<file path="src/rtl/mem_bus_unit_pkg.sv">
// Shared encodings and default timing constants for the memory bus unit.
package mem_bus_pkg;

    localparam logic [1:0] S_IDLE   = 2'b00;
    localparam logic [1:0] S_ACCESS = 2'b01;
    localparam logic [1:0] S_RESP   = 2'b10;

    typedef enum logic {
        OWN_IF = 1'b0,
        OWN_DU = 1'b1
    } owner_t;

    localparam int DEF_WAIT_STATES = 1;
    localparam int DEF_TIMEOUT     = 64;
    localparam int DEF_STARVE_MAX  = 4;

endpackage

</file>
<file path="src/rtl/mem_bus_unit_if.sv">
// Prefetch, data-port and external memory signals of the bus unit.
interface mem_bus_unit_if;
    logic        if_req;
    logic [19:0] if_adr;
    logic        if_ack;
    logic [15:0] if_dat;

    logic        du_req;
    logic        du_we;
    logic [1:0]  du_be;
    logic [19:0] du_adr;
    logic [15:0] du_wdat;
    logic        du_ack;
    logic [15:0] du_rdat;
    logic        du_err;

    logic        mem_cs;
    logic        mem_we;
    logic [1:0]  mem_be;
    logic [19:0] mem_adr;
    logic [15:0] mem_wdat;
    logic [15:0] mem_rdat;
    logic        mem_rdy;

    modport slave (
        input  if_req, if_adr, du_req, du_we, du_be, du_adr, du_wdat, mem_rdat, mem_rdy,
        output if_ack, if_dat, du_ack, du_rdat, du_err,
               mem_cs, mem_we, mem_be, mem_adr, mem_wdat
    );

    modport master (
        output if_req, if_adr, du_req, du_we, du_be, du_adr, du_wdat, mem_rdat, mem_rdy,
        input  if_ack, if_dat, du_ack, du_rdat, du_err,
               mem_cs, mem_we, mem_be, mem_adr, mem_wdat
    );
endinterface

</file>
<file path="src/rtl/mem_bus_unit_arb.sv">
// Fetch/data arbiter: data normally wins, but a fetch pending through
// STARVE_MAX back-to-back data grants takes the next one.
module mem_bus_arb
    import mem_bus_pkg::*;
#(
    parameter int STARVE_MAX = DEF_STARVE_MAX
) (
    input  logic   clk,
    input  logic   rst,
    input  logic   i_if_req,
    input  logic   i_du_req,
    input  logic   i_grant,
    output owner_t o_owner
);
    localparam int SW = $clog2(STARVE_MAX + 2);

    logic [SW-1:0] r_starve;
    logic          w_starved;

    assign w_starved = i_if_req && (r_starve == SW'(STARVE_MAX));
    assign o_owner   = (i_du_req && !w_starved) ? OWN_DU : OWN_IF;

    always_ff @(posedge clk) begin
        if (rst) begin
            r_starve <= '0;
        end else if (i_grant) begin
            if (o_owner == OWN_DU && i_if_req) begin
                if (r_starve != SW'(STARVE_MAX))
                    r_starve <= r_starve + SW'(1);
            end else begin
                r_starve <= '0;
            end
        end
    end
endmodule

</file>
<file path="src/rtl/mem_bus_unit.sv">
// Single-outstanding bus unit sharing one 16-bit memory port between the
// prefetcher and the execute unit, with wait states, ready and timeout.
module mem_bus_unit
    import mem_bus_pkg::*;
#(
    parameter int WAIT_STATES = DEF_WAIT_STATES,
    parameter int TIMEOUT     = DEF_TIMEOUT,
    parameter int STARVE_MAX  = DEF_STARVE_MAX
) (
    input  logic         clk,
    input  logic         rst,
    mem_bus_unit_if.slave bus
);
    localparam int TW = $clog2(TIMEOUT + 1);

    logic [1:0]    r_state;
    owner_t        r_owner;
    owner_t        w_owner;
    logic          r_we;
    logic [1:0]    r_be;
    logic [19:0]   r_adr;
    logic [15:0]   r_wdat;
    logic [15:0]   r_if_dat;
    logic [15:0]   r_du_rdat;
    logic [3:0]    r_wcnt;
    logic [TW-1:0] r_tcnt;
    logic          r_err;
    logic          w_grant;
    logic          w_done;
    logic          w_tout;
    logic          w_access;
    logic          w_resp;

    assign w_grant  = (r_state == S_IDLE) && (bus.if_req || bus.du_req);
    assign w_done   = (r_wcnt == 4'd0) && bus.mem_rdy;
    assign w_tout   = (r_tcnt == TW'(TIMEOUT - 1));
    assign w_access = (r_state == S_ACCESS);
    assign w_resp   = (r_state == S_RESP);

    mem_bus_arb #(.STARVE_MAX(STARVE_MAX)) u_arb (
        .clk      (clk),
        .rst      (rst),
        .i_if_req (bus.if_req),
        .i_du_req (bus.du_req),
        .i_grant  (w_grant),
        .o_owner  (w_owner)
    );

    always_ff @(posedge clk) begin
        if (rst) begin
            r_state   <= S_IDLE;
            r_owner   <= OWN_IF;
            r_we      <= 1'b0;
            r_be      <= 2'b00;
            r_adr     <= '0;
            r_wdat    <= '0;
            r_if_dat  <= '0;
            r_du_rdat <= '0;
            r_wcnt    <= '0;
            r_tcnt    <= '0;
            r_err     <= 1'b0;
        end else begin
            case (r_state)
                S_IDLE: begin
                    if (w_grant) begin
                        r_owner <= w_owner;
                        if (w_owner == OWN_DU) begin
                            r_we   <= bus.du_we;
                            r_be   <= bus.du_be;
                            r_adr  <= bus.du_adr;
                            r_wdat <= bus.du_wdat;
                        end else begin
                            r_we   <= 1'b0;
                            r_be   <= 2'b11;
                            r_adr  <= bus.if_adr;
                            r_wdat <= '0;
                        end
                        r_wcnt  <= 4'(WAIT_STATES);
                        r_tcnt  <= '0;
                        r_err   <= 1'b0;
                        r_state <= S_ACCESS;
                    end
                end
                S_ACCESS: begin
                    if (r_wcnt != 4'd0)
                        r_wcnt <= r_wcnt - 4'd1;
                    // Ready wins over timeout when both land in the same cycle.
                    if (w_done) begin
                        if (r_owner == OWN_IF)
                            r_if_dat <= bus.mem_rdat;
                        else if (!r_we)
                            r_du_rdat <= bus.mem_rdat;
                        r_state <= S_RESP;
                    end else if (w_tout) begin
                        r_err <= 1'b1;
                        if (r_owner == OWN_IF)
                            r_if_dat <= '0;
                        else
                            r_du_rdat <= '0;
                        r_state <= S_RESP;
                    end else begin
                        r_tcnt <= r_tcnt + TW'(1);
                    end
                end
                S_RESP:  r_state <= S_IDLE;
                default: r_state <= S_IDLE;
            endcase
        end
    end

    assign bus.mem_cs   = w_access;
    assign bus.mem_we   = w_access && r_we;
    assign bus.mem_be   = w_access ? r_be   : 2'b00;
    assign bus.mem_adr  = w_access ? r_adr  : 20'h0;
    assign bus.mem_wdat = w_access ? r_wdat : 16'h0;

    assign bus.if_ack  = w_resp && (r_owner == OWN_IF);
    assign bus.du_ack  = w_resp && (r_owner == OWN_DU);
    assign bus.du_err  = bus.du_ack && r_err;
    assign bus.if_dat  = r_if_dat;
    assign bus.du_rdat = r_du_rdat;
endmodule
</file>
<file path="src/flat_wrapper.sv">
// flat-port wrapper written by rule: the top's interface ports become plain ports
module mem_bus_unit_flat import mem_bus_pkg::*;
#(
    parameter int WAIT_STATES = DEF_WAIT_STATES,
    parameter int TIMEOUT     = DEF_TIMEOUT,
    parameter int STARVE_MAX  = DEF_STARVE_MAX
)
  (clk, rst, bus_if_req, bus_if_adr, bus_du_req, bus_du_we, bus_du_be, bus_du_adr, bus_du_wdat, bus_mem_rdat, bus_mem_rdy, bus_if_ack, bus_if_dat, bus_du_ack, bus_du_rdat, bus_du_err, bus_mem_cs, bus_mem_we, bus_mem_be, bus_mem_adr, bus_mem_wdat);
  mem_bus_unit_if bus_i ();
  input  logic clk;
  input  logic rst;
  input wire logic [$bits(bus_i.if_req)-1:0] bus_if_req;
  input wire logic [$bits(bus_i.if_adr)-1:0] bus_if_adr;
  input wire logic [$bits(bus_i.du_req)-1:0] bus_du_req;
  input wire logic [$bits(bus_i.du_we)-1:0] bus_du_we;
  input wire logic [$bits(bus_i.du_be)-1:0] bus_du_be;
  input wire logic [$bits(bus_i.du_adr)-1:0] bus_du_adr;
  input wire logic [$bits(bus_i.du_wdat)-1:0] bus_du_wdat;
  input wire logic [$bits(bus_i.mem_rdat)-1:0] bus_mem_rdat;
  input wire logic [$bits(bus_i.mem_rdy)-1:0] bus_mem_rdy;
  output wire logic [$bits(bus_i.if_ack)-1:0] bus_if_ack;
  output wire logic [$bits(bus_i.if_dat)-1:0] bus_if_dat;
  output wire logic [$bits(bus_i.du_ack)-1:0] bus_du_ack;
  output wire logic [$bits(bus_i.du_rdat)-1:0] bus_du_rdat;
  output wire logic [$bits(bus_i.du_err)-1:0] bus_du_err;
  output wire logic [$bits(bus_i.mem_cs)-1:0] bus_mem_cs;
  output wire logic [$bits(bus_i.mem_we)-1:0] bus_mem_we;
  output wire logic [$bits(bus_i.mem_be)-1:0] bus_mem_be;
  output wire logic [$bits(bus_i.mem_adr)-1:0] bus_mem_adr;
  output wire logic [$bits(bus_i.mem_wdat)-1:0] bus_mem_wdat;
  assign bus_i.if_req = bus_if_req;
  assign bus_i.if_adr = bus_if_adr;
  assign bus_i.du_req = bus_du_req;
  assign bus_i.du_we = bus_du_we;
  assign bus_i.du_be = bus_du_be;
  assign bus_i.du_adr = bus_du_adr;
  assign bus_i.du_wdat = bus_du_wdat;
  assign bus_i.mem_rdat = bus_mem_rdat;
  assign bus_i.mem_rdy = bus_mem_rdy;
  assign bus_if_ack = bus_i.if_ack;
  assign bus_if_dat = bus_i.if_dat;
  assign bus_du_ack = bus_i.du_ack;
  assign bus_du_rdat = bus_i.du_rdat;
  assign bus_du_err = bus_i.du_err;
  assign bus_mem_cs = bus_i.mem_cs;
  assign bus_mem_we = bus_i.mem_we;
  assign bus_mem_be = bus_i.mem_be;
  assign bus_mem_adr = bus_i.mem_adr;
  assign bus_mem_wdat = bus_i.mem_wdat;
  mem_bus_unit #(.WAIT_STATES(WAIT_STATES), .TIMEOUT(TIMEOUT), .STARVE_MAX(STARVE_MAX)) u_core (.clk(clk), .rst(rst), .bus(bus_i));
endmodule
</file>
<file path="config.mk">
export PLATFORM = sky130hd
export DESIGN_NAME = mem_bus_unit_flat
export DESIGN_NICKNAME = d
export VERILOG_FILES = /design/src/rtl/mem_bus_unit_pkg.sv /design/src/rtl/mem_bus_unit_if.sv /design/src/rtl/mem_bus_unit_arb.sv /design/src/rtl/mem_bus_unit.sv /design/src/flat_wrapper.sv
export SDC_FILE = /design/constraint.sdc
export NUM_CORES = 1
export LEC_CHECK = 0
export BUFFER_PORTS_ARGS = -buffer_cell sky130_fd_sc_hd__buf_2
export CAP_MARGIN = 20
export CORE_MARGIN = 4
export CORE_UTILIZATION = 44
export DETAILED_ROUTE_END_ITERATION = 12
export PLACE_DENSITY = 0.76
export SYNTH_ARGS = -nofsm -noshare
export SYNTH_HDL_FRONTEND = slang
export SYNTH_SLANG_ARGS = --single-unit
</file>
<file path="constraint.sdc">
create_clock -name clk -period 1.59 [get_ports clk]
set_input_delay 0.159 -clock clk [delete_from_list [all_inputs] [get_ports clk]]
set_output_delay 0.159 -clock clk [all_outputs]
set_load 0.02 [all_outputs]
</file>
==> out/qor.txt, run 1 <==
CTS Buf Count: 9
Global Route Usage Sum: 19.6%
Max layer used: met4
Worst-Margin Slew: 0.386 ns
Area delta synth->final: 41.1%
Placed Instances: 677
Vias in the first global route: 3772
Num rows: 34
Clock Tree Buf Depth: 2
Setup WS pre-CTS: -0.0175 ns
Post-Syn Nets: 505
Drt initial violations: 196
Run status: finished with violations
Peak supply drop: 0.546 mV
CTS tree: done
Fin. Hold Viols: 0
CTS H-tree depth: 3
CP arrival: 1.83 ns
PD cells: 1010 mW/mm2
DPL Wire Length: 7.76 mm
Via density: 5.56
Crit end category: register
Fmax: 0.625 GHz
Failing checks: setup timing
Register area: 0.00179 mm2
DR vias: 3910
CP Class: reg2reg
Avg Cell Area, Syn: 9.54 um2
Largest net degree at the start of global routing: 28
First-pass GRT wire length: 16.8 mm
Seq/Total Area, Yosys: 44.5%
Setup violations, final: 2
RSZ-0062 raised after global routing: yes
Placed cell areas: 0.00500 mm2
Total Power: 5.72 mW
Die ar.: 0.0107 mm2
Initial Util: 45.5%
Total core area: 0.00881 mm2
# DRC: 0
Mapped Cells: 420
Metal1 wirelength: 4.71 mm
Final Non-Filler Cells: 703
Pre-Repair DR Iteration Count: 5
Relative slew margins: 74.3%
Slew Limit Fails: 0
Clock slew at reported path FFs: 0.09 ns
DRT antenna net count: 0
Area of the multi-input gates: 0.00215 mm2
Met2 Wirelength: 5.68 mm
Cell area after synthesis: 0.00401 mm2
Max cap viols: 0
Port Buffers: 154
Initial antenna violation count: 0
Final Cell Area: 0.00565 mm2
Netlist cell types: 53
Final period utilization: 101%
WL final: 11.4 mm
Fraction of layout cells with a size suffix above 1: 43.4%
Wire length per cell: 16.2 um
Nets: 675
Crit-path max FO: 8
Fill cell count: 723
Startpoint type of the worst setup path: register
Flops & latches, synth: 89
GR Overflow Total: 0
Most frequent cells in the layout: buf_2 (119), dfxtp_1 (81), buf_4 (46), and2_1 (41), a22o_1 (34)
Io pins: 155
Hold WC Path Type: in2reg
Die height: 103 um
Clk_lat worst skew: 0.35 ns
Clock root buffer: clkbuf_8
Setup ws final: -0.0112 ns
Most common cell after layout, fill and taps aside: buf_2
GPL Wtd Cong: 0.864
Clock skew: 0.0146 ns
Die Wd: 103 um
Crit path time final: 1.60 ns
Data required time of the critical path: 1.82 ns
Sink Count: 89
LEAKAGE: 2.50 nW
Metal3 WL: 897 um
Syn. warnings: 0
Number of diodes: 0
logic make-up after synthesis:
group | count (synthesis) | share of synthesized area (%)
simple gates | 167 | 23.2
compound gates | 99 | 18.8
mux | 21 | 5.25
flops | 89 | 44.5
buf+inv | 39 | 6.75
fa+ha+maj | 5 | 1.56
critical path, cell delays in order, from the launching register on:
cell and delay (ns):
dfxtp_2 0.35, inv_2 0.06, ha_4 0.16, nand4bb_4 0.14, or4b_4 0.60, nand3_2 0.10
a31oi_1 0.07
where the power goes:
| part | switching, mW | internal (mW) | leakage (nW) |
|---|---|---|---|
| sequential | 0.126 | 2.42 | 0.731 |
| combinational | 0.802 | 0.677 | 1.66 |
| clock | 0.797 | 0.902 | 0.112 |
| total | 1.72 | 4.00 | 2.50 |
what timing repair did:
item / in CTS / in global routing
gates resized for setup: 11 / 80
endpoints found under the hold margin: 2 / 0
setup endpoints to repair: 51 / 95
buffers inserted: 2 / 3
gates cloned: 1 / 2
pin swaps: 1 / 23
hold buffers: 2 / 0
cell type report:
type                            count  share of cell area (%)
Clock inverter                      3                   0.819
Tap cell                          108                    2.39
Multi-Input combinational cell    293                    38.0
Timing Repair Buffer              190                    23.3
Inverter                            7                   0.598
Sequential cell                    89                    31.7
Clock buffer                       13                    3.17
Yosys cell counts, drive strengths merged:
master   count  area share [%]
clkbuf      16             3.7
or3          1            0.16
nor4         1            0.31
nand4       18             2.8
or4b         1            0.25
a22o        34             7.4
o21a         2            0.37
a311oi       2            0.44
nor2        30             3.0
nand2       33             3.2
nand4bb      1            0.69
o22ai        1            0.16
a41oi        2            0.44
nor3         4            0.78
o311a        1            0.28
a31oi       17             2.7
ha           5             1.6
o32ai        1            0.22
o21ai        7            0.87
a22oi        1            0.19
or4          1            0.19
a21oi        4            0.50
or3b         2            0.44
a2111o       1            0.28
o31ai        1            0.19
nand3       20             2.6
buf         16             2.3
dfxtp       89              44
o41a         1            0.28
and4         1            0.22
and3b        1            0.22
nor3b        1            0.19
mux2i       21             5.2
nand3b       1            0.19
inv          7            0.66
and3         2            0.31
or2          3            0.47
nand2b       2            0.31
and2        44             6.9
a211oi      21             3.9
o211ai       2            0.37
a21o         1            0.19
path summary, 6_finish.rpt:
check,start,endpoint,slack (ns),depth (start not counted)
setup / recovery,u_core.r_wcnt[0],u_core.bus.du_rdat[1],-0.01,6
hold / removal,bus_du_wdat[7],u_core.r_wdat[7],0.02,2
setup reg to reg,u_core.r_wcnt[0],u_core.bus.du_rdat[1],-0.01,6
hold reg to reg,u_core.r_wdat[5],u_core.r_wdat[5],0.47,1
metal layers:
| layer | global-route usage, % | up-vias |
|---|---|---|
| met5 | 0 | - |
| met4 | 6.47 | 0 |
| met2 | 34.2 | 176 |
| met3 | 5.10 | 8 |
| met1 | 23.2 | 1847 |
| li1 | - | 1879 |
flip-flops by register name, summed over array words and instances (netlist names), 3 cells and up:
signal / cells
u_core.r_wdat: 16
u_core.bus.if_dat: 16
u_core.r_adr: 20
u_core.r_tcnt: 7
u_core.bus.du_rdat: 16
u_core.u_arb.r_starve: 3
u_core.r_wcnt: 4
through the flow:
stage          utilization (%)  setup TNS, ns  hold WS [ns]
6_report                  64.2        -0.0154        0.0221
5_1_grt                   64.2          -2.02       0.00758
4_1_cts                   60.3        -0.0110       0.00120
3_5_place_dp              56.7        -0.0690         0.378
3_3_place_gp              56.7              0         0.376
2_1_floorplan                -         -0.113         0.292
No activity file was read; power rests on OpenSTA's default activity.
==> inputs of run 2 (changes only) <==
- RECOVER_POWER: unset -> 100
==> run 2 against run 1 <==
The flow still finishes with violations (setup timing). Critical path depth down 2. Power down 0.11%. Setup slack worse by 0.0096 ns. Flip-flop and latch count unchanged. Worst hold slack worse by 0.00089 ns. Highest routed layer unchanged. Largest power group unchanged. Clock-buffer cell count unchanged. Sequential power about the same. Sequential share of layout area up 0.23 points. Global-route usage unchanged.
==> out/qor.txt, run 2 (synthesis results as in run 1) <==
DPL Wire Length: 7.76 mm (unchanged)
Die Wd: 103 um (unchanged)
Final period utilization: 101% (+0.61 points)
Nets: 675 (unchanged)
Data required time of the critical path: 1.82 ns (about the same)
Fraction of layout cells with a size suffix above 1: 38.0% (-5.4 points)
CTS Buf Count: 9 (unchanged)
Hold_ws: 0.0212 ns (-0.000894 ns)
Initial Util: 45.5% (unchanged)
Worst-Margin Slew: 0.385 ns (-0.000937 ns)
Failing checks: setup timing
Register area: 0.00179 mm2 (unchanged)
First-pass GRT wire length: 16.8 mm (unchanged)
Num rows: 34 (unchanged)
Run status: finished with violations
Metal3 WL: 916 um (+2.1%)
Setup ws final: -0.0209 ns (-0.00963 ns)
Met2 Wirelength: 5.67 mm (-0.25%)
Number of diodes: 0 (unchanged)
Setup violations, final: 4 (+2)
Global Route Usage Sum: 19.6% (unchanged)
DR vias: 3888 (-0.56%)
CP arrival: 1.84 ns (about the same)
Max reg flops: 20 (unchanged)
Initial antenna violation count: 0 (unchanged)
Wire length per cell: 16.3 um (+0.72%)
GPL Wtd Cong: 0.864 (unchanged)
Slew Limit Fails: 0 (unchanged)
Port Buffers: 154 (unchanged)
Area of the multi-input gates: 0.00215 mm2 (unchanged)
Most common cell after layout, fill and taps aside: buf_2
Die height: 103 um (unchanged)
Fmax: 0.621 GHz (-0.60%)
Crit-path max FO: 8 (unchanged)
Largest net degree at the start of global routing: 28 (unchanged)
Peak supply drop: 0.550 mV (+0.71%)
WL final: 11.5 mm (+0.72%)
Crit end category: register
Metal1 wirelength: 4.77 mm (+1.4%)
# DRC: 0 (unchanged)
Io pins: 155 (unchanged)
Startpoint type of the worst setup path: register
Register bank with the most flops: u_core.r_adr
Max layer used: met4
Clk_lat worst skew: 0.35 ns (about the same)
Most frequent cells in the layout: buf_2 (87), dfxtp_1 (81), buf_4 (46), and2_1 (41), a22o_1 (34)
CP Class: reg2reg
CTS tree: done
Fin. Hold Viols: 0 (unchanged)
Clock skew: 0.0147 ns (+0.0000748 ns)
Area delta synth->final: 40.1%
Fill cell count: 747 (+3.3%)
CTS H-tree depth: 3 (unchanged)
Clock root buffer: clkbuf_8
Max cap viols: 0 (unchanged)
Total core area: 0.00881 mm2 (unchanged)
PD cells: 1020 mW/mm2 (+0.61%)
Clock Tree Buf Depth: 2 (unchanged)
Vias in the first global route: 3772 (unchanged)
Die ar.: 0.0107 mm2 (unchanged)
GR Overflow Total: 0 (unchanged)
Clock slew at reported path FFs: 0.09 ns (about the same)
Via density: 5.53 (-0.56%)
Sink Count: 89 (unchanged)
Pre-Repair DR Iteration Count: 4 (-1)
RSZ-0062 raised after global routing: yes
Drt initial violations: 201 (+2.6%)
Relative slew margins: 74.4% (about the same)
DRT antenna net count: 0 (unchanged)
LEAKAGE: 2.36 nW (-5.5%)
Crit path time final: 1.61 ns (+0.00963 ns)
Final core occ: 63.7% (-0.45 points)
Hold WC Path Type: in2reg
==> run 2: cell types whose count changed in the layout (fill, tap and decap cells not counted), sizes merged <==
cell	before	now
clkbuf	15	47
buf	186	154
==> run 2: final timing paths <==
check | slack, ns | startpoint | endpoint | cells after the start
worst max-delay path | -0.02 | u_core.r_tcnt[4] | u_core.bus.du_rdat[1] | 4
worst min register to register | 0.47 | u_core.r_wdat[5] | u_core.r_wdat[5] | 1
worst max register to register | -0.02 | u_core.r_tcnt[4] | u_core.bus.du_rdat[1] | 4
worst min-delay path | 0.02 | bus_du_wdat[7] | u_core.r_wdat[7] | 2
==> run 2: what timing repair did <==
item	in CTS	in global routing
endpoints found under the setup margin	51	95
buffers inserted	2	3
hold buffers	2	0
gates cloned	1	2
pin swaps	1	23
resized for setup	11	80
endpoints found under the hold margin	2	0
==> run 2: worst max-delay path: stages (launching register included) <==
cell,delay [ns]
dfxtp_1,0.40
nand2_1,0.23
or4b_4,0.69
nand3_2,0.10
a31oi_1,0.07
==> run 2: layer usage <==
metal  track usage (%)  vias up
met2              34.2      177
li1                  -     1879
met1              23.2     1822
met4              6.47        0
met5                 0        -
met3              5.10       10
==> run 2: area by class of cell <==
type | instances | area share, %
clock inverters | 3 | 0.825
flip-flops and latches | 89 | 31.9
repair buffers | 190 | 22.8
clock buffers | 13 | 3.19
inverters | 7 | 0.602
multi-input cells | 293 | 38.3
well taps | 108 | 2.41
==> run 2: where the power goes <==
group          internal, mW  switching, mW  leakage (nW)  total [mW]
Combinational         0.663          0.805          1.52        1.47
Clock                 0.902          0.800         0.112        1.70
Sequential             2.42          0.127         0.731        2.55
==> run 2: metrics by stage <==
| stage | setup WS [ns] | cell area, um2 | TNS [ns] | instances | total power [mW] |
|---|---|---|---|---|---|
| global route | -0.0861 | 5610 | -2.02 | 703 | 5.98 |
| finish | -0.0209 | 5610 | -0.0474 | 703 | 5.72 |
| global placement | 0.0295 | 5000 | 0 | 677 | 3.80 |
| detailed placement | -0.0175 | 5000 | -0.0690 | 677 | 3.84 |
| CTS | -0.0110 | 5310 | -0.0110 | 698 | 5.57 |
| floorplan | -0.0113 | 4040 | -0.113 | 420 | 3.38 |
==> inputs of run 3 (changes only) <==
==> constraint.sdc (replaced) <==
create_clock -name clk -period 1.59 [get_ports clk]
set_input_delay 0.159 -clock clk [delete_from_list [all_inputs] [get_ports clk]]
set_output_delay 0.159 -clock clk [all_outputs]
set_load 0.1 [all_outputs]
==> run 3 against run 2 <==
The run still ends with setup timing left. Setup slack worse by 0.050 ns. Flip-flop and latch count stayed put. Critical path depth is 1 higher. Final area is 14% higher. Clock power is 7% higher. Combinational power is 71% higher. Sequential share of layout area is 4.0 points lower. Final cell count is 2.1% higher. Die area stayed put. Clock skew is 0.0023 ns higher. Core utilization is 9.1 points higher. Power is 21% higher. Largest cell class unchanged.
==> out/qor.txt, run 3 (synthesis results as in run 1) <==
Run status: finished with violations
Failing checks: setup timing
Hold WC Path Type: in2reg
Total core area: 0.00881 mm2 (unchanged)
Sink Count: 89 (unchanged)
Most frequent cells in the layout: dfxtp_1 (82), buf_2 (79), buf_12 (45), and2_4 (40)
Die ar.: 0.0107 mm2 (unchanged)
Most common cell after layout, fill and taps aside: dfxtp_1
Initial antenna violation count: 0 (unchanged)
Crit path time final: 1.66 ns (+0.0498 ns)
Critical path startpoint: u_core.r_state[1]
Setup violations, final: 60 (+56)
CTS Buf Count: 9 (unchanged)
Area delta synth->final: 60.1%
Die Wd: 103 um (unchanged)
Fin. Hold Viols: 0 (unchanged)
Nets: 690 (+2.2%)
Initial Util: 45.5% (unchanged)
DPL Wire Length: 8.50 mm (+9.5%)
Io pins: 155 (unchanged)
Pre-Repair DR Iteration Count: 4 (unchanged)
Largest net degree at the start of global routing: 38 (+36%)
Clock Tree Buf Depth: 2 (unchanged)
# DRC: 0 (unchanged)
Total Power: 6.89 mW (+21%)
Peak supply drop: 0.679 mV (+24%)
PD cells: 1070 mW/mm2 (+5.5%)
LEAKAGE: 2.74 nW (+16%)
Clock skew: 0.0170 ns (+0.00232 ns)
Final core occ: 72.8% (+9.1 points)
Register bank with the most flops: u_core.r_adr
Fraction of layout cells with a size suffix above 1: 51.5% (+13 points)
Data required time of the critical path: 1.43 ns (-0.39 ns)
Port Buffers: 154 (unchanged)
CTS tree: done
Hold_ws: 0.0192 ns (-0.00195 ns)
Final period utilization: 104% (+3.1 points)
DRT antenna net count: 0 (unchanged)
Startpoint type of the worst setup path: register
Vias in the first global route: 3978 (+5.5%)
Hold_sp: bus_du_we
Worst-Margin Slew: 0.555 ns (+0.170 ns)
Slew Limit Fails: 0 (unchanged)
Max cap viols: 0 (unchanged)
Die height: 103 um (unchanged)
Placed cell areas: 0.00573 mm2 (+15%)
RSZ-0062 raised after global routing: yes
Number of diodes: 0 (unchanged)
Num rows: 34 (unchanged)
Relative slew margins: 63.2% (-11 points)
Via density: 5.57 (+0.68%)
Clock root buffer: clkbuf_8
Crit-path max FO: 11 (+3)
Crit end category: primary output
Fill cell count: 596 (-20%)
Reg2Reg Launch Point: u_core.u_arb.r_starve[1]
First-pass GRT wire length: 18.6 mm (+11%)
GR Overflow Total: 0 (unchanged)
CP Class: reg2out
GPL Wtd Cong: 0.839 (-2.9%)
Setup ws final: -0.0707 ns (-0.0498 ns)
Clock slew at reported path FFs: 0.10 ns (about the same)
Final Cell Area: 0.00641 mm2 (+14%)
Fmax: 0.602 GHz (-3.0%)
Drt initial violations: 149 (-26%)
DR vias: 3998 (+2.8%)
Sum Neg Setup Slack: -2.22 ns (-2.18 ns)
Clk_lat worst skew: 0.36 ns (about the same)
Global Route Usage Sum: 21.8% (+2.2 points)
WL final: 12.4 mm (+8.1%)
Wire length per cell: 17.2 um (+5.8%)
CTS H-tree depth: 3 (unchanged)
CP arrival: 1.50 ns (-0.34 ns)
Max reg flops: 20 (unchanged)
==> run 3: cell types whose count changed in the layout (fill, tap and decap cells not counted), sizes merged <==
| cell | change |
|---|---|
| bufbuf | +1 |
| clkinvlp | -1 |
| clkbuf | +2 |
| bufinv | +1 |
| buf | +9 |
| inv | +3 |
==> run 3: through the flow <==
stage,instances,setup slack (ns)
5_1_grt,718,-0.117
4_1_cts,705,-0.0666
3_5_place_dp,676,-0.0405
3_3_place_gp,676,0.00671
2_1_floorplan,420,-0.0827
6_report,718,-0.0707
==> run 3: worst paths after layout <==
kind / depth (start not counted) / to / slack (ns)
setup / recovery: 5 / bus_mem_adr[11] / -0.07
hold / removal: 2 / u_core.r_we / 0.02
setup reg to reg: 7 / u_core.r_adr[6] / -0.03
hold reg to reg: 1 / u_core.bus.if_dat[12] / 0.48
==> run 3: routing by layer <==
layer	vias up	GRT usage [%]	wire length, um
met5	-	0	0
li1	1911	-	-
met4	0	6.87	204
met2	160	38.4	6230
met3	22	6.57	1080
met1	1905	25.1	4870
==> run 3: cell type report <==
type | instances | area [um2] | area share (%)
well taps | 108 | 135 | 2.11
clock buffers | 10 | 138 | 2.15
clock inverters | 6 | 97.6 | 1.52
inverters | 7 | 28.8 | 0.449
multi-input cells | 293 | 2280 | 35.5
flip-flops and latches | 89 | 1790 | 28.0
repair buffers | 205 | 1940 | 30.3
==> run 3: where the power goes <==
part | leakage (nW) | total (mW) | internal [mW] | switching (mW)
clock | 0.119 | 1.82 | 0.954 | 0.861
combinational | 1.89 | 2.52 | 0.951 | 1.57
sequential | 0.731 | 2.55 | 2.42 | 0.135
total | 2.74 | 6.89 | 4.32 | 2.57
==> run 3: critical path, stage by stage (launching register included) <==
cell	delay, ns
dfxtp_2	0.34
nand2b_4	0.15
inv_4	0.07
bufbuf_16	0.27
and2_4	0.16
buf_12	0.17
==> run 3: repair_timing <==
action / CTS / global route
setup endpoints to repair: 63 / 87
hold buffers: 2 / 0
pin swaps: 3 / 47
endpoints found under the hold margin: 2 / 0
buffers inserted: 9 / 9
gates resized for setup: 46 / 34
gates cloned: 2 / 4
